<file path="src/rtl/irq_latch16_if.sv">
// Request/offer bus for irq_latch16: raw requests, pending vector to the external
// 16-4 priority encoder, encoder result back, and the CODE/VLD/ACK handshake.
interface irq_latch16_if;
  logic        EN;
  logic [15:0] REQ;
  logic [15:0] PEND;
  logic [3:0]  L;
  logic        GS;
  logic [3:0]  CODE;
  logic        VLD;
  logic        ACK;
  logic        OVF;

  modport master (
    output EN, REQ, L, GS, ACK,
    input  PEND, CODE, VLD, OVF
  );

  modport slave (
    input  EN, REQ, L, GS, ACK,
    output PEND, CODE, VLD, OVF
  );
endinterface

</file>
<file path="src/rtl/irq_latch16.sv">
// 16-line rising-edge interrupt latch: captures request edges into PEND and offers
// the external encoder's highest-priority index one at a time over CODE/VLD/ACK.
module irq_latch16 (
  input  logic           CP,
  input  logic           nCR,
  irq_latch16_if.slave   bus
);

  localparam logic [0:0] IDLE  = 1'b0;
  localparam logic [0:0] OFFER = 1'b1;

  logic [15:0] req_d_q, req_d_d;
  logic [15:0] pend_q,  pend_d;
  logic [3:0]  code_q,  code_d;
  logic        ovf_q,   ovf_d;
  logic [0:0]  state_q, state_d;

  logic [15:0] edge_vec;
  logic [15:0] clr_vec;
  logic        xfer;

  always_comb begin
    req_d_d  = bus.REQ;
    edge_vec = bus.EN ? (bus.REQ & ~req_d_q) : '0;
    xfer     = (state_q == OFFER) && bus.ACK;
    clr_vec  = xfer ? (16'(1) << code_q) : '0;

    // A new edge overrides the clear of the same bit, so nothing is lost.
    pend_d = (pend_q & ~clr_vec) | edge_vec;
    ovf_d  = ovf_q | (|(edge_vec & pend_q & ~clr_vec));

    state_d = state_q;
    code_d  = code_q;
    case (state_q)
      IDLE: begin
        if (bus.GS) begin
          code_d  = bus.L;
          state_d = OFFER;
        end
      end
      OFFER: begin
        if (bus.ACK) state_d = IDLE;
      end
      default: state_d = IDLE;
    endcase
  end

  always_ff @(posedge CP or negedge nCR) begin
    if (!nCR) begin
      req_d_q <= '0;
      pend_q  <= '0;
      code_q  <= '0;
      ovf_q   <= 1'b0;
      state_q <= IDLE;
    end else begin
      req_d_q <= req_d_d;
      pend_q  <= pend_d;
      code_q  <= code_d;
      ovf_q   <= ovf_d;
      state_q <= state_d;
    end
  end

  assign bus.PEND = pend_q;
  assign bus.CODE = code_q;
  assign bus.VLD  = (state_q == OFFER);
  assign bus.OVF  = ovf_q;

endmodule

</file>
<file path="src/flat_wrapper.sv">
// flat-port wrapper written by rule: the top's interface ports become plain ports
module irq_latch16_flat 
  (CP, nCR, bus_EN, bus_REQ, bus_L, bus_GS, bus_ACK, bus_PEND, bus_CODE, bus_VLD, bus_OVF);
  irq_latch16_if bus_i ();
  input  logic CP;
  input  logic nCR;
  input wire logic [$bits(bus_i.EN)-1:0] bus_EN;
  input wire logic [$bits(bus_i.REQ)-1:0] bus_REQ;
  input wire logic [$bits(bus_i.L)-1:0] bus_L;
  input wire logic [$bits(bus_i.GS)-1:0] bus_GS;
  input wire logic [$bits(bus_i.ACK)-1:0] bus_ACK;
  output wire logic [$bits(bus_i.PEND)-1:0] bus_PEND;
  output wire logic [$bits(bus_i.CODE)-1:0] bus_CODE;
  output wire logic [$bits(bus_i.VLD)-1:0] bus_VLD;
  output wire logic [$bits(bus_i.OVF)-1:0] bus_OVF;
  assign bus_i.EN = bus_EN;
  assign bus_i.REQ = bus_REQ;
  assign bus_i.L = bus_L;
  assign bus_i.GS = bus_GS;
  assign bus_i.ACK = bus_ACK;
  assign bus_PEND = bus_i.PEND;
  assign bus_CODE = bus_i.CODE;
  assign bus_VLD = bus_i.VLD;
  assign bus_OVF = bus_i.OVF;
  irq_latch16 u_core (.CP(CP), .nCR(nCR), .bus(bus_i));
endmodule
</file>
<file path="config.mk">
export PLATFORM = sky130hd
export DESIGN_NAME = irq_latch16_flat
export DESIGN_NICKNAME = d
export VERILOG_FILES = /design/src/rtl/irq_latch16_if.sv /design/src/rtl/irq_latch16.sv /design/src/flat_wrapper.sv
export SDC_FILE = /design/constraint.sdc
export NUM_CORES = 1
export LEC_CHECK = 0
export BUFFER_PORTS_ARGS = -buffer_cell sky130_fd_sc_hd__buf_2
export CORE_MARGIN = 2
export CORE_UTILIZATION = 40
export CTS_CLUSTER_DIAMETER = 150
export DETAILED_ROUTE_END_ITERATION = 10
export PLACE_DENSITY = 0.71
export RECOVER_POWER = 50
export SLEW_MARGIN = 0
export SYNTH_ARGS = -nofsm -noshare
export SYNTH_HDL_FRONTEND = slang
export SYNTH_SLANG_ARGS = --single-unit
</file>
<file path="constraint.sdc">
create_clock -name CP -period 2.2 [get_ports CP]
set_input_delay 0.11 -clock CP [delete_from_list [all_inputs] [get_ports CP]]
set_output_delay 0.11 -clock CP [all_outputs]
set_load 0.005 [all_outputs]
</file>
# ---- Word-level counts from Yosys, hierarchy flattened
# Cells that the tools add are included.
# W data, S select, Z words.
dict set report totals {
  romBits 0
  latch_bits 0
  memories 0
  reg_bits 38
  ram_bits 0
  in_bits 25
  word_cells 23
}
dict set report classes {
  n_eq_ne 0
  bitwise 9
  addsub 0
  n_mul 0
  n_shift 1
  n_div 0
  muxes 5
  order_cmp 0
  n_reduce_logical 3
}
# op n
set ops {}
lappend ops {{$and A16 B16 Y16} 4}
lappend ops {{$mux W16} 2}
lappend ops {{$not A16 Y16} 2}
lappend ops {{$or A16 B16 Y16} 1}
lappend ops {{$reduce_or A16 Y1} 1}
lappend ops {{$shl A1 B4 Y16 const A} 1}
lappend ops {{$mux W1} 2}
lappend ops {{$pmux W1 S2} 1}
lappend ops {{$reduce_and A2 Y1} 1}
lappend ops {{$logic_and A1 B1 Y1} 1}
lappend ops {{$not A1 Y1} 1}
lappend ops {{$or A1 B1 Y1} 1}

# ---- Longest topological paths before layout
# Gate-level depths: netlist (run 1).
dict set report logic_depth {
  ltp_word 7
  mapped_depth 6
  mapped_depth_nobuf 5
}

# ---- Worst setup path after synthesis (run 1)
# No wires, ideal clock.
dict set report synth_path {
  path_type {flip-flop to flip-flop}
  from {register u_core.code_q[0] (netlist: u_core.bus.CODE[0])}
  to {register u_core.ovf_q (netlist: u_core.bus.OVF)}
  n_path_buf 1
  arrival_ns 1.553
  stages_incl_launch_ff 7
  required_ns 2.071
  path_slack_ns 0.519
  path_cell_list {dfrtp_1 > buf_6 > nor2_1 > a21oi_1 > or4_4 > nor3_2 > nand3_1}
}
dict set report synth_between {
  elab_chain_len 6
}
# element line_no
set synth_rtl {}
lappend synth_rtl {{start, declared} irq_latch16.sv:14} ;# logic [3:0] code_q, code_d;
lappend synth_rtl {{start signal, assigned} irq_latch16.sv:58} ;# code_q <= code_d;
lappend synth_rtl {{$shl A1 B4 Y16} irq_latch16.sv:26} ;# clr_vec = xfer ? (16'(1) << code_q) : '0;
lappend synth_rtl {{$mux W16} irq_latch16.sv:26}
lappend synth_rtl {{$not A16 Y16} irq_latch16.sv:30} ;# ovf_d = ovf_q | (|(edge_vec & pend_q & ~clr_vec));
lappend synth_rtl {{$and A16 B16 Y16} irq_latch16.sv:30}
lappend synth_rtl {{$reduce_or A16 Y1} irq_latch16.sv:30}
lappend synth_rtl {{$or A1 B1 Y1} irq_latch16.sv:30}
lappend synth_rtl {{net u_core.ovf_d} irq_latch16.sv:15} ;# logic ovf_q, ovf_d;
lappend synth_rtl {{end signal, assigned} irq_latch16.sv:59} ;# ovf_q <= ovf_d;
lappend synth_rtl {{end, declared} irq_latch16.sv:15}
# The timed path passes the listed nets, and every way through them passes these cells.
# A chain may end at the register's enable or synchronous reset.

# ---- Final worst setup path (run 1)
dict set report layout_path {
  from {register u_core.code_q[1] (netlist: u_core.bus.CODE[1])}
  to {register u_core.ovf_q (netlist: u_core.bus.OVF)}
}
# The elaborated chain is that of the path after synthesis.

==> qor_table.md, run 1 <==
| Stage | Quantity | Reported |
|---|---|---|
| critical path | Crit Reg-Reg Endpoint | u_core.bus.OVF |
| die | Total number of placement rows | 23 |
| final layout | Net count reported at finish | 226 |
| sta | Tightest hold margin | 0.05619 ns |
| final layout | Layout cells sized above 1 | 19.80% |
| sta | Max Clk Rate | 544.6 MHz |
| drt | Post-detailed-routing wire length | 3.577 mm |
| critical path | Slowest stage cell on the critical path | sky130_fd_sc_hd__or4_4 |
| placed design | IO Port Bufs | 46 |
| clocking | Number of clock sinks | 38 |
| critical path | Setup Crit Path Kind | register to register |
| die | Die Height | 67.67 um |
| grt | Via count of the first global-routing pass | 1207 |
| clocking | Level count of the clock H-tree | 2 |
| hold path | Path class of the lowest-slack min-delay path | input port to register |
| sta | Worst setup margin | 0.3636 ns |
| drt | DR iter-0 viols | 73 |
| yosys | Synthesized flop and latch total | 38 |
| pwr | Static leakage power | 0.8691 nW |
| drt | First-pass iteration count of the detailed router | 7 |
| die | Core region area | 3943 um^2 |
| critical path | Cells along the critical path | and4b_1, a21oi_2, or4_4, nor3_2, nand3_1 |
| placed design | Cell area after placement | 1866 um^2 |
| final layout | Post-layout utilization of the core | 53.44% |
| sta | Final cycle utilization of the critical path | 83.47% |
| yosys | Register area share after synthesis | 58.64% |
| clocking | Number of buffers added by the clock tree synthesis step | 5 |
| clocking | TritonCTS clock tree | done |
| critical path | CP arrival | 2.01 ns |
| pwr | Total power | 1.792 mW |
| sta | Total count of hold-check failures in the final report | 0 |
| die | Die Wd | 67.67 um |
| yosys | Share of flip-flops with an asynchronous set or reset | 100.0% |
| hold path | Startpoint of the lowest-slack hold path | bus_L[1] |
| status | Result of the run | finished, final reports clean |
| drt | DRT antenna net count | 0 |
| sta | Slew of the pin with the lowest slew margin | 0.9231 ns |
| sta | Worst Skew | 0.006019 ns |
| critical path | Delay contributed by the slowest stage of the critical path | 0.53 ns |
| critical path | Largest fanout of any net on the critical path | 7 |
| placed design | Count of placed standard cells including taps | 227 |
| drt | Wire length per cell after detailed routing | 14.19 um |
| clocking | Clock transition at the registers of the reported paths | 0.07 ns |
| die | Top-Level Pins | 47 |
| hold path | Endpoint of the worst hold path | u_core.bus.CODE[1] |
| final layout | Post-route non-filler standard cell count | 252 |
| die | Effective utilization at floorplan | 41.13% |
| yosys | Syn. warnings | 0 |
| drt | Vias per Instance | 5.012 |
| critical path | Required time of the worst setup path | 2.37 ns |
| pwr | Power per Cell Area | 850.3 nW/um^2 |
| critical path | Launch point of the worst reg-to-reg path | u_core.bus.CODE[1] |
| clocking | Master cell of the clock root buffer | sky130_fd_sc_hd__clkbuf_8 |
| final layout | Antenna Cells | 0 |
| sta | Final max-slew violation count | 0 |
| yosys | Average cell area after synthesis | 11.84 um^2 |
| grt | GRT Resource Usage Total | 17.41% |
| sta | Worst rel slew slack | 38.46% |
| placed design | Routability congestion estimate | 0.9112 |
| yosys | Most used flip-flop cell after synthesis | sky130_fd_sc_hd__dfrtp_1 |
| yosys | Number of different library cells in the post-synthesis netlist | 32 |
| clocking | Deepest clock path buffer count | 2 |
| die | Die Outline Area | 4579 um^2 |
| clocking | Number of cells upsized or downsized after cts | 0 |
| hold path | Worst Hold Depth | 2 |
| sta | RSZ-0062 raised after global routing | false |
| final layout | Area growth from synthesis to layout | 29.94% |
| grt | Maximum number of pins on one net before global-route repair | 39 |
| run | Number of violations of the max-capacitance limit | 0 |
| placed design | DPL Wire Length | 2.508 mm |
| drt | Number of vias in the routed layout | 1263 |
| critical path | Cell count of the worst reg-to-reg path | 5 |
| critical path | R2r setup slk | 0.36 ns |
| final layout | Non-Filler Cell Area, Final | 2107 um^2 |
| yosys | Nets in the synthesized netlist | 162 |
| placed design | Pre-CTS worst setup slack | 0.3804 ns |
| grt | Aggregate global routing overflow | 0 |
| clocking | Clock insertion delay at the later pin of the skew report | 0.29 ns |
| sta | Setup violation total in the final timing report | 0 |
| yosys | Synthesized instance count | 137 |
| critical path | Kind of start point of the critical path | register |
| critical path | Capturing element type of the critical path | register |
| sta | Setup tns final | 0 ns |
| sta | Min cycle time layout | 1.836 ns |
| grt | Number of antenna violations at the first check in global routing | 0 |
| yosys | Post-synthesis instance area | 1622 um^2 |
| drt | Remaining design rule violation count | 0 |
| grt | Global-route wire length before repair | 5.575 mm |
| yosys | Number of synthesized flops with an enable pin | 0 |
| pwr | Max IR drop VDD | 0.4440 mV |
==> cells by family (layout without fill, tap and decap cells) <==
logic type	after synthesis	in the layout	share of synthesized area (%)
flip-flops	38	38	58.64
multiplexers	4	4	2.778
AND/OR/NAND/NOR	51	51	20.14
buffers and inverters	15	80	5.093
AO/OA/AOI/OAI	29	29	13.35
==> sequential cells by signal, summed over array words and instances, names as in the netlist <==
name / count
u_core.bus.OVF: 1
u_core.bus.VLD: 1
u_core.req_d_q: 16
u_core.bus.CODE: 4
u_core.bus.PEND: 16
==> cell type report <==
type                            count  area [um^2]
Clock buffer                        7        76.32
Clock inverter                      1        30.03
Fill cell                         360         1836
Inverter                            9        33.78
Multi-Input combinational cell     84        588.1
Sequential cell                    38        950.9
Tap cell                           50        62.56
Timing Repair Buffer               63        365.4
==> cell usage in the layout (no fill, tap or decap) <==
| master | instances |
|---|---|
| sky130_fd_sc_hd__a21bo_2 | 1 |
| sky130_fd_sc_hd__a21o_1 | 1 |
| sky130_fd_sc_hd__a21o_2 | 2 |
| sky130_fd_sc_hd__a21oi_1 | 4 |
| sky130_fd_sc_hd__a21oi_2 | 1 |
| sky130_fd_sc_hd__a31o_2 | 2 |
| sky130_fd_sc_hd__a32o_1 | 7 |
| sky130_fd_sc_hd__and2b_2 | 2 |
| sky130_fd_sc_hd__and4_2 | 2 |
| sky130_fd_sc_hd__and4b_1 | 1 |
| sky130_fd_sc_hd__and4bb_1 | 1 |
| sky130_fd_sc_hd__buf_2 | 17 |
| sky130_fd_sc_hd__bufinv_16 | 1 |
| sky130_fd_sc_hd__clkbuf_1 | 30 |
| sky130_fd_sc_hd__clkbuf_2 | 1 |
| sky130_fd_sc_hd__clkbuf_8 | 5 |
| sky130_fd_sc_hd__dfrtp_1 | 38 |
| sky130_fd_sc_hd__dlygate4sd3_1 | 17 |
| sky130_fd_sc_hd__inv_1 | 9 |
| sky130_fd_sc_hd__mux2_2 | 4 |
| sky130_fd_sc_hd__nand2_1 | 18 |
| sky130_fd_sc_hd__nand2b_1 | 2 |
| sky130_fd_sc_hd__nand3_1 | 2 |
| sky130_fd_sc_hd__nand3b_1 | 8 |
| sky130_fd_sc_hd__nand4_1 | 1 |
| sky130_fd_sc_hd__nand4b_1 | 8 |
| sky130_fd_sc_hd__nor2_1 | 2 |
| sky130_fd_sc_hd__nor2b_1 | 1 |
| sky130_fd_sc_hd__nor3_1 | 1 |
| sky130_fd_sc_hd__nor3_2 | 1 |
| sky130_fd_sc_hd__o2111ai_1 | 1 |
| sky130_fd_sc_hd__o21ai_0 | 6 |
| sky130_fd_sc_hd__o22ai_1 | 3 |
| sky130_fd_sc_hd__o31ai_1 | 1 |
| sky130_fd_sc_hd__or4_4 | 1 |
==> synthesized netlist by cell type, types with 2 or more instances <==
master                     number  area (um^2)
sky130_fd_sc_hd__a21o_2         2        17.52
sky130_fd_sc_hd__a21oi_1        4        20.02
sky130_fd_sc_hd__a31o_2         2        17.52
sky130_fd_sc_hd__a32o_1         7        70.07
sky130_fd_sc_hd__and2b_2        2        17.52
sky130_fd_sc_hd__and4_2         2        20.02
sky130_fd_sc_hd__buf_6          3        33.78
sky130_fd_sc_hd__clkbuf_1       2        7.510
sky130_fd_sc_hd__dfrtp_1       38        950.9
sky130_fd_sc_hd__inv_1          9        33.78
sky130_fd_sc_hd__mux2_2         4        45.04
sky130_fd_sc_hd__nand2_1       18        67.56
sky130_fd_sc_hd__nand2b_1       2        12.51
sky130_fd_sc_hd__nand3_1        2        10.01
sky130_fd_sc_hd__nand3b_1       8        60.06
sky130_fd_sc_hd__nand4b_1       8        70.07
sky130_fd_sc_hd__nor2_1         2        7.510
sky130_fd_sc_hd__o21ai_0        6        30.03
sky130_fd_sc_hd__o22ai_1        3        18.77
==> critical path, delay by kind of cell, from the launching register on <==
family / cells / cell delay, ns
AOI/OAI and AO/OA: 1 / 0.09
and+or+nand+nor: 4 / 1.19
DFF: 1 / 0.44
==> worst max-delay path by stage <==
stage,startpoint,endpoint,slack [ns],depth (start not counted)
2_1_floorplan,u_core.bus.CODE[0],u_core.bus.OVF,0.52,6
3_3_place_gp,u_core.bus.CODE[1],u_core.bus.OVF,0.46,5
3_5_place_dp,u_core.bus.CODE[1],u_core.bus.OVF,0.38,5
4_1_cts,u_core.bus.CODE[1],u_core.bus.OVF,0.37,5
5_1_grt,u_core.bus.CODE[1],u_core.bus.OVF,0.24,5
6_report,u_core.bus.CODE[1],u_core.bus.OVF,0.36,5
==> routing by layer <==
| layer | track usage [%] | wire [um] |
|---|---|---|
| met3 | 7.500 | 208 |
| met1 | 23.11 | 1779 |
| met2 | 24.63 | 1529 |
| met5 | 0 | 0 |
| met4 | 7.653 | 60 |
==> repair_timing <==
item | 4_1_cts | 5_1_grt
endpoints found under the hold margin | 54 | 0
hold buffers | 17 | 0
setup buffers | 0 | 0
==> where the power goes <==
part           total [mW]  leakage [nW]  internal (mW)  switching [mW]
Clock               0.573        0.0524          0.339           0.234
Sequential          0.876         0.408          0.791          0.0850
Combinational       0.343         0.409          0.175           0.167
Total                1.79         0.869           1.31           0.486
No activity file was read; power rests on OpenSTA's default activity.
==> inputs of run 2 (changes only) <==
--- a/config.mk
+++ b/config.mk
@@ -5,6 +5,7 @@
 export SDC_FILE = /design/constraint.sdc
 export NUM_CORES = 1
 export LEC_CHECK = 0
+export ABC_AREA = 1
 export BUFFER_PORTS_ARGS = -buffer_cell sky130_fd_sc_hd__buf_2
 export CORE_MARGIN = 2
 export CORE_UTILIZATION = 40
==> constraint.sdc (replaced) <==
create_clock -name CP -period 1.7 [get_ports CP]
set_input_delay 0.085 -clock CP [delete_from_list [all_inputs] [get_ports CP]]
set_output_delay 0.085 -clock CP [all_outputs]
set_load 0.005 [all_outputs]
==> run 2 against run 1 <==
Non-clock buffer count up 1. Clock-buffer cell count down 1. Register-to-register slack worse by 0.14 ns. Core utilization up 0.97 points. Die area is 1.5% higher. Synthesized cell count increased by 42%. Routed wire length up 3.6%. Worst hold slack worse by 0.015 ns. First-iteration DRC count shrank 19%. Sequential cell count did not move. Total power increased by 20%. Largest cell class unchanged.
==> qor_table.md, run 2 <==
| Stage | Quantity | Reported | Delta |
|---|---|---|---|
| hold path | Path class of the lowest-slack min-delay path | input port to register |  |
| sta | Setup tns final | 0 ns | unchanged |
| grt | GRT Resource Usage Total | 18.24% | +0.82 points |
| sta | RSZ-0062 raised after global routing | false |  |
| yosys | Proportion of netlist area held by the largest area contributor | 57.75% | -0.89 points |
| sta | Total count of hold-check failures in the final report | 0 | unchanged |
| yosys | Top-count cell post-synth | sky130_fd_sc_hd__nor2_1 |  |
| clocking | Level count of the clock H-tree | 2 | unchanged |
| critical path | Most numerous cell on the critical path | sky130_fd_sc_hd__nand3_1 |  |
| die | Die Outline Area | 4646 um^2 | +1.5% |
| sta | Final cycle utilization of the critical path | 86.86% | +3.4 points |
| critical path | Required time of the worst setup path | 1.87 ns | -0.50 ns |
| clocking | Master cell of the clock root buffer | sky130_fd_sc_hd__clkbuf_8 |  |
| drt | Remaining design rule violation count | 0 | unchanged |
| sta | Final max-slew violation count | 0 | unchanged |
| placed design | Routability congestion estimate | 0.8327 | -8.6% |
| yosys | Share of flip-flops with an asynchronous set or reset | 100.0% | unchanged |
| drt | Vias per Instance | 4.830 | -3.6% |
| critical path | Buf/Inv on CP | 1 | +1 |
| yosys | Synthesized instance count | 195 | +42% |
| status | Result of the run | finished, final reports clean |  |
| clocking | Clock insertion delay at the later pin of the skew report | 0.29 ns | about the same |
| drt | Post-detailed-routing wire length | 3.705 mm | +3.6% |
| drt | Wire length per cell after detailed routing | 11.91 um | -16% |
| yosys | Post-synth top cells | 40 x sky130_fd_sc_hd__nor2_1, 39 x sky130_fd_sc_hd__nand2_1, 38 x sky130_fd_sc_hd__dfrtp_1 |  |
| die | Effective utilization at floorplan | 41.46% | +0.33 points |
| final layout | Net count reported at finish | 287 | +27% |
| critical path | Kind of start point of the critical path | register |  |
| yosys | Average cell area after synthesis | 8.444 um^2 | -29% |
| final layout | Most common cell after layout, fill and taps aside | sky130_fd_sc_hd__nor2_1 |  |
| final layout | Commonest non-fill, non-tap cells in the layout | 40 x sky130_fd_sc_hd__nor2_1, 39 x sky130_fd_sc_hd__nand2_1, 38 x sky130_fd_sc_hd__buf_2, 38 x sky130_fd_sc_hd__dfrtp_1, 22 x sky130_fd_sc_hd__nand3_1 |  |
| grt | Global-route wire length before repair | 6.134 mm | +10% |
| placed design | IO Port Bufs | 46 | unchanged |
| drt | Number of vias in the routed layout | 1502 | +19% |
| sta | Slew of the pin with the lowest slew margin | 0.9226 ns | -0.0004948 ns |
| pwr | Static leakage power | 1.019 nW | +17% |
| clocking | Number of cells upsized or downsized after cts | 0 | unchanged |
| yosys | Register area share after synthesis | 57.75% | -0.89 points |
| clocking | Number of clock sinks | 38 | unchanged |
| final layout | Antenna Cells | 0 | unchanged |
| drt | First-pass iteration count of the detailed router | 4 | -3 |
| grt | Number of antenna violations at the first check in global routing | 0 | unchanged |
| run | Number of violations of the max-capacitance limit | 0 | unchanged |
| yosys | Post-synthesis instance area | 1647 um^2 | +1.5% |
| final layout | Non-Filler Cell Area, Final | 2161 um^2 | +2.6% |
| die | Total number of placement rows | 23 | unchanged |
| pwr | Total power | 2.154 mW | +20% |
| sta | Worst rel slew slack | 38.50% | about the same |
| final layout | Layout cells sized above 1 | 18.77% | -1.0 points |
| die | Die Height | 68.16 um | +0.72% |
| clocking | TritonCTS clock tree | done |  |
| pwr | Max IR drop VDD | 0.4750 mV | +7.0% |
| critical path | Largest fanout of any net on the critical path | 7 | unchanged |
| yosys | Syn. warnings | 0 | unchanged |
| clocking | Number of buffers added by the clock tree synthesis step | 5 | unchanged |
| die | Top-Level Pins | 47 | unchanged |
| yosys | Ranking of synthesized cells by area | sky130_fd_sc_hd__dfrtp_1 58%, sky130_fd_sc_hd__nor2_1 9.1%, sky130_fd_sc_hd__nand2_1 8.9%, sky130_fd_sc_hd__nand3_1 6.7%, sky130_fd_sc_hd__o21ai_0 4.6% |  |
| sta | Min cycle time layout | 1.477 ns | -0.3597 ns |
| critical path | Delay contributed by the slowest stage of the critical path | 0.42 ns | -0.11 ns |
| yosys | Number of different library cells in the post-synthesis netlist | 17 | -47% |
| grt | Via count of the first global-routing pass | 1389 | +15% |
| yosys | Largest area contributor in the netlist | sky130_fd_sc_hd__dfrtp_1 |  |
| critical path | Cells along the critical path | inv_1, nand3_1, or2_1, nand3_1, nand2_1, nor2_1, nand3_1 |  |
| yosys | Most used flip-flop cell after synthesis | sky130_fd_sc_hd__dfrtp_1 |  |
| placed design | DPL Wire Length | 2.691 mm | +7.3% |
| sta | Setup violation total in the final timing report | 0 | unchanged |
| pwr | Power per Cell Area | 996.7 nW/um^2 | +17% |
| sta | Worst Skew | 0.001810 ns | -0.004209 ns |
| critical path | Slowest stage cell on the critical path | sky130_fd_sc_hd__dfrtp_1 |  |
| drt | DR iter-0 viols | 59 | -19% |
| clocking | Post-CTS Hold Fix Bufs | 17 | unchanged |
| die | Core region area | 3971 um^2 | +0.73% |
| yosys | Synthesized flop and latch total | 38 | unchanged |
| critical path | Cell family with most CP delay | simple AND/OR/NAND/NOR gates |  |
| sta | Max Clk Rate | 677.2 MHz | +24% |
| yosys | Number of synthesized flops with an enable pin | 0 | unchanged |
| yosys | Nets in the synthesized netlist | 220 | +36% |
| drt | DRT antenna net count | 0 | unchanged |
| critical path | CP arrival | 1.65 ns | -0.36 ns |
| final layout | Area growth from synthesis to layout | 31.23% |  |
| clocking | Clock transition at the registers of the reported paths | 0.07 ns | about the same |
| die | Die Wd | 68.16 um | +0.72% |
| grt | Maximum number of pins on one net before global-route repair | 39 | unchanged |
| critical path | Capturing element type of the critical path | register |  |
| grt | Aggregate global routing overflow | 0 | unchanged |
| clocking | Deepest clock path buffer count | 2 | unchanged |
| critical path | Setup Crit Path Kind | register to register |  |
| clocking | Post-CTS setup buffer count | 0 | unchanged |
| placed design | Cell area after placement | 1933 um^2 | +3.6% |
==> run 2: cell count changes in the layout (fill, tap and decap cells not counted), sizes merged, moves of 8 or more <==
cell | before | now
inv | 9 | 18
buf | 17 | 38
nand2 | 18 | 39
o21ai | 6 | 15
nand3 | 2 | 23
nand4b | 8 | 0
nor2 | 2 | 40
clkbuf | 36 | 15
==> run 2: cell type report <==
class / count / area [um^2]
inverter: 18 / 67.56
sequential: 38 / 950.9
multi-input combinational: 135 / 601.8
tap: 50 / 62.56
timing repair buffer: 64 / 395.4
fill: 386 / 1810
clock buffer: 6 / 82.58
==> run 2: cells by family (layout without fill, tap and decap cells) <==
family / count (synthesis) / in the layout / synth area share (%)
buf+inv: 22 / 88 / 5.699
flops: 38 / 38 / 57.75
compound gates: 20 / 20 / 6.155
simple gates: 115 / 115 / 30.40
==> run 2: path summary, 6_finish.rpt <==
| path | slack (ns) | end | cells after the start | startpoint |
|---|---|---|---|---|
| setup reg to reg | 0.22 | u_core.bus.OVF | 7 | u_core.bus.CODE[3] |
| hold / removal | 0.04 | u_core.bus.CODE[3] | 3 | bus_L[3] |
| setup / recovery | 0.22 | u_core.bus.OVF | 7 | u_core.bus.CODE[3] |
| hold reg to reg | 0.46 | u_core.bus.PEND[5] | 1 | u_core.req_d_q[5] |
| min in group asynchronous | 0.56 | u_core.req_d_q[11] | 3 | nCR |
| max in group asynchronous | 0.57 | u_core.bus.PEND[12] | 3 | nCR |
==> run 2: metrics by stage <==
stage,hold slack [ns],utilization [%],setup slack [ns],instances
floorplan,-0.2106,-,0.4398,195
global placement,0.06599,48.68,0.2683,288
detailed placement,0.06685,48.68,0.2436,288
CTS,0.03904,55.04,0.2285,311
global route,0.04796,54.41,0.09951,311
finish,0.04073,54.41,0.2234,311
==> run 2: power by group <==
part | switching, mW | total (mW) | internal (mW)
sequential | 0.102 | 1.12 | 1.02
clock | 0.291 | 0.603 | 0.312
combinational | 0.243 | 0.431 | 0.187
total | 0.637 | 2.15 | 1.52
==> run 2: metal layers <==
layer	wire length, um	GRT usage [%]	up-vias
met5	0	0	-
met4	64	8.250	0
met3	154	3.454	5
met2	1716	28.16	39
met1	1769	24.95	694
li1	-	-	764
==> run 2: tightest hold or removal path, stage by stage <==
cell                      delay (ns)
sky130_fd_sc_hd__buf_2          0.07
sky130_fd_sc_hd__nor2_1         0.03
sky130_fd_sc_hd__a21oi_1        0.10
==> inputs of run 3 (changes only) <==
--- a/config.mk
+++ b/config.mk
@@ -8,11 +8,12 @@
 export ABC_AREA = 1
 export BUFFER_PORTS_ARGS = -buffer_cell sky130_fd_sc_hd__buf_2
 export CORE_MARGIN = 2
-export CORE_UTILIZATION = 40
+export CORE_UTILIZATION = 44
 export CTS_CLUSTER_DIAMETER = 150
 export DETAILED_ROUTE_END_ITERATION = 10
-export PLACE_DENSITY = 0.71
+export PLACE_DENSITY = 0.76
 export RECOVER_POWER = 50
+export SKIP_LAST_GASP = 1
 export SLEW_MARGIN = 0
 export SYNTH_ARGS = -nofsm -noshare
 export SYNTH_HDL_FRONTEND = slang
==> run 3 against run 2 <==
Global-route usage grew 2.3 points. Final cell count is the same. Core utilization grew 5.1 points. Clock-buffer cell count grew 1. Clock skew grew 0.0049 ns. Critical path type unchanged. Largest cell class unchanged. Largest power group unchanged.
==> qor_table.md, run 3 (synthesis gave the netlist of run 2 again) <==
| Stage | Quantity | Reported | Delta |
|---|---|---|---|
| clocking | Clock transition at the registers of the reported paths | 0.07 ns | about the same |
| die | Die Outline Area | 4248 um^2 | -8.6% |
| sta | Total count of hold-check failures in the final report | 0 | unchanged |
| placed design | DPL Wire Length | 2.685 mm | -0.21% |
| placed design | Routability congestion estimate | 0.9050 | +8.7% |
| final layout | Area taken by multi-input logic gates | 601.8 um^2 | unchanged |
| clocking | Number of cells upsized or downsized after cts | 0 | unchanged |
| clocking | Post-CTS setup buffer count | 0 | unchanged |
| die | Core region area | 3633 um^2 | -8.5% |
| sta | Setup violation total in the final timing report | 0 | unchanged |
| die | Die Wd | 65.18 um | -4.4% |
| drt | Number of vias in the routed layout | 1549 | +3.1% |
| final layout | Net count reported at finish | 287 | unchanged |
| final layout | Area growth from synthesis to layout | 31.23% | unchanged |
| grt | GRT Resource Usage Total | 20.58% | +2.3 points |
| sta | Slew of the pin with the lowest slew margin | 0.9158 ns | -0.006779 ns |
| clocking | TritonCTS clock tree | done |  |
| grt | Maximum number of pins on one net before global-route repair | 39 | unchanged |
| die | Total number of placement rows | 22 | -4.3% |
| sta | Final max-slew violation count | 0 | unchanged |
| drt | Post-detailed-routing wire length | 3.850 mm | +3.9% |
| grt | Via count of the first global-routing pass | 1446 | +4.1% |
| drt | DRT antenna net count | 0 | unchanged |
| status | Result of the run | finished, final reports clean |  |
| drt | DR iter-0 viols | 89 | +51% |
| critical path | Capturing element type of the critical path | register |  |
| drt | Wire length per cell after detailed routing | 12.38 um | +3.9% |
| clocking | Deepest clock path buffer count | 2 | unchanged |
| drt | First-pass iteration count of the detailed router | 4 | unchanged |
| sta | Max Clk Rate | 681.1 MHz | +0.58% |
| drt | Remaining design rule violation count | 0 | unchanged |
| clocking | Level count of the clock H-tree | 2 | unchanged |
| final layout | Post-layout utilization of the core | 59.47% | +5.1 points |
| critical path | Required time of the worst setup path | 1.88 ns | about the same |
| final layout | Layout cells sized above 1 | 17.11% | -1.7 points |
| hold path | Path class of the lowest-slack min-delay path | input port to register |  |
| pwr | Static leakage power | 1.011 nW | -0.85% |
| sta | RSZ-0062 raised after global routing | false |  |
| placed design | Count of placed standard cells including taps | 286 | -0.69% |
| sta | Worst setup margin | 0.2319 ns | +0.008505 ns |
| clocking | Number of clock sinks | 38 | unchanged |
| final layout | Filler cell count | 352 | -8.8% |
| sta | Min cycle time layout | 1.468 ns | -0.008505 ns |
| die | Effective utilization at floorplan | 45.32% | +3.9 points |
| final layout | Post-route non-filler standard cell count | 311 | unchanged |
| grt | Global-route wire length before repair | 6.548 mm | +6.7% |
| placed design | Pre-CTS worst setup slack | 0.2514 ns | +0.007758 ns |
| sta | Final cycle utilization of the critical path | 86.36% | -0.50 points |
| placed design | IO Port Bufs | 46 | unchanged |
| final layout | Antenna Cells | 0 | unchanged |
| final layout | Area used by sequential logic in the layout | 950.9 um^2 | unchanged |
| final layout | Most common cell after layout, fill and taps aside | sky130_fd_sc_hd__nor2_1 |  |
| critical path | Largest fanout of any net on the critical path | 7 | unchanged |
| grt | Number of antenna violations at the first check in global routing | 0 | unchanged |
| sta | Worst rel slew slack | 38.95% | +0.45 points |
| run | Number of violations of the max-capacitance limit | 0 | unchanged |
| sta | Worst Skew | 0.006727 ns | +0.004918 ns |
| pwr | Power per Cell Area | 1014 nW/um^2 | +1.7% |
| drt | Vias per Instance | 4.981 | +3.1% |
| critical path | Kind of start point of the critical path | register |  |
| sta | Setup tns final | 0 ns | unchanged |
| critical path | Setup Crit Path Kind | register to register |  |
| die | Top-Level Pins | 47 | unchanged |
| clocking | Post-CTS Hold Fix Bufs | 17 | unchanged |
| clocking | Master cell of the clock root buffer | sky130_fd_sc_hd__clkbuf_8 |  |
| critical path | CP arrival | 1.65 ns | about the same |
| clocking | Number of buffers added by the clock tree synthesis step | 5 | unchanged |
| grt | Aggregate global routing overflow | 0 | unchanged |
| final layout | Commonest non-fill, non-tap cells in the layout | 40 x sky130_fd_sc_hd__nor2_1, 39 x sky130_fd_sc_hd__nand2_1, 38 x sky130_fd_sc_hd__dfrtp_1, 33 x sky130_fd_sc_hd__buf_2, 22 x sky130_fd_sc_hd__nand3_1 |  |
| die | Die Height | 65.18 um | -4.4% |
| pwr | Max IR drop VDD | 0.6719 mV | +41% |
| clocking | Clock insertion delay at the later pin of the skew report | 0.29 ns | about the same |
## run 3: cell types whose count changed in the layout (fill, tap and decap cells not counted), sizes merged
cell / previous run / this run
clkbuf: 15 / 21
clkinv: 0 / 1
buf: 38 / 33
## run 3: path summary, 6_finish.rpt
check	from	cells after the start	to	slack (ns)
max	u_core.bus.CODE[3]	7	u_core.bus.OVF	0.23
min	bus_L[3]	3	u_core.bus.CODE[3]	0.04
max reg2reg	u_core.bus.CODE[3]	7	u_core.bus.OVF	0.23
min reg2reg	u_core.req_d_q[12]	1	u_core.bus.PEND[12]	0.45
max in group asynchronous	nCR	3	u_core.bus.PEND[15]	0.59
min in group asynchronous	nCR	3	u_core.bus.PEND[12]	0.52
## run 3: per-layer routing
metal	GRT usage (%)	vias up	wire, um
li1	-	771	-
met1	26.31	739	1761
met2	33.67	34	1853
met3	5.822	5	184
met4	7.031	0	51
met5	0	-	0
## run 3: critical path, stage by stage (launching register included)
cell and delay (ns):
sky130_fd_sc_hd__dfrtp_1 0.43, sky130_fd_sc_hd__inv_1 0.10, sky130_fd_sc_hd__nand3_1 0.21, sky130_fd_sc_hd__or2_1 0.31, sky130_fd_sc_hd__nand3_1 0.08, sky130_fd_sc_hd__nand2_1 0.07, sky130_fd_sc_hd__nor2_1 0.08, sky130_fd_sc_hd__nand3_1 0.07
## run 3: final cells by class
class                   count  share of cell area (%)
clock inverters             1                  0.2316
repair buffers             64                   18.01
inverters                  18                   3.127
well taps                  48                   2.779
clock buffers               7                   3.995
flip-flops and latches     38                   44.01
multi-input cells         135                   27.85
## run 3: stage by stage
stage          cell area (um^2)  hold slack [ns]  total power [mW]
2_1_floorplan              1647          -0.2106             1.341
3_3_place_gp               1918           0.1554             1.531
3_5_place_dp               1918           0.1548             1.546
4_1_cts                    2180          0.04045             2.207
5_1_grt                    2161          0.04028             2.328
6_report                   2161          0.04067             2.191
## run 3: report_power, final
part	switching [mW]	total, mW	internal (mW)
clock network	0.309	0.636	0.327
logic	0.246	0.431	0.186
registers	0.107	1.12	1.02
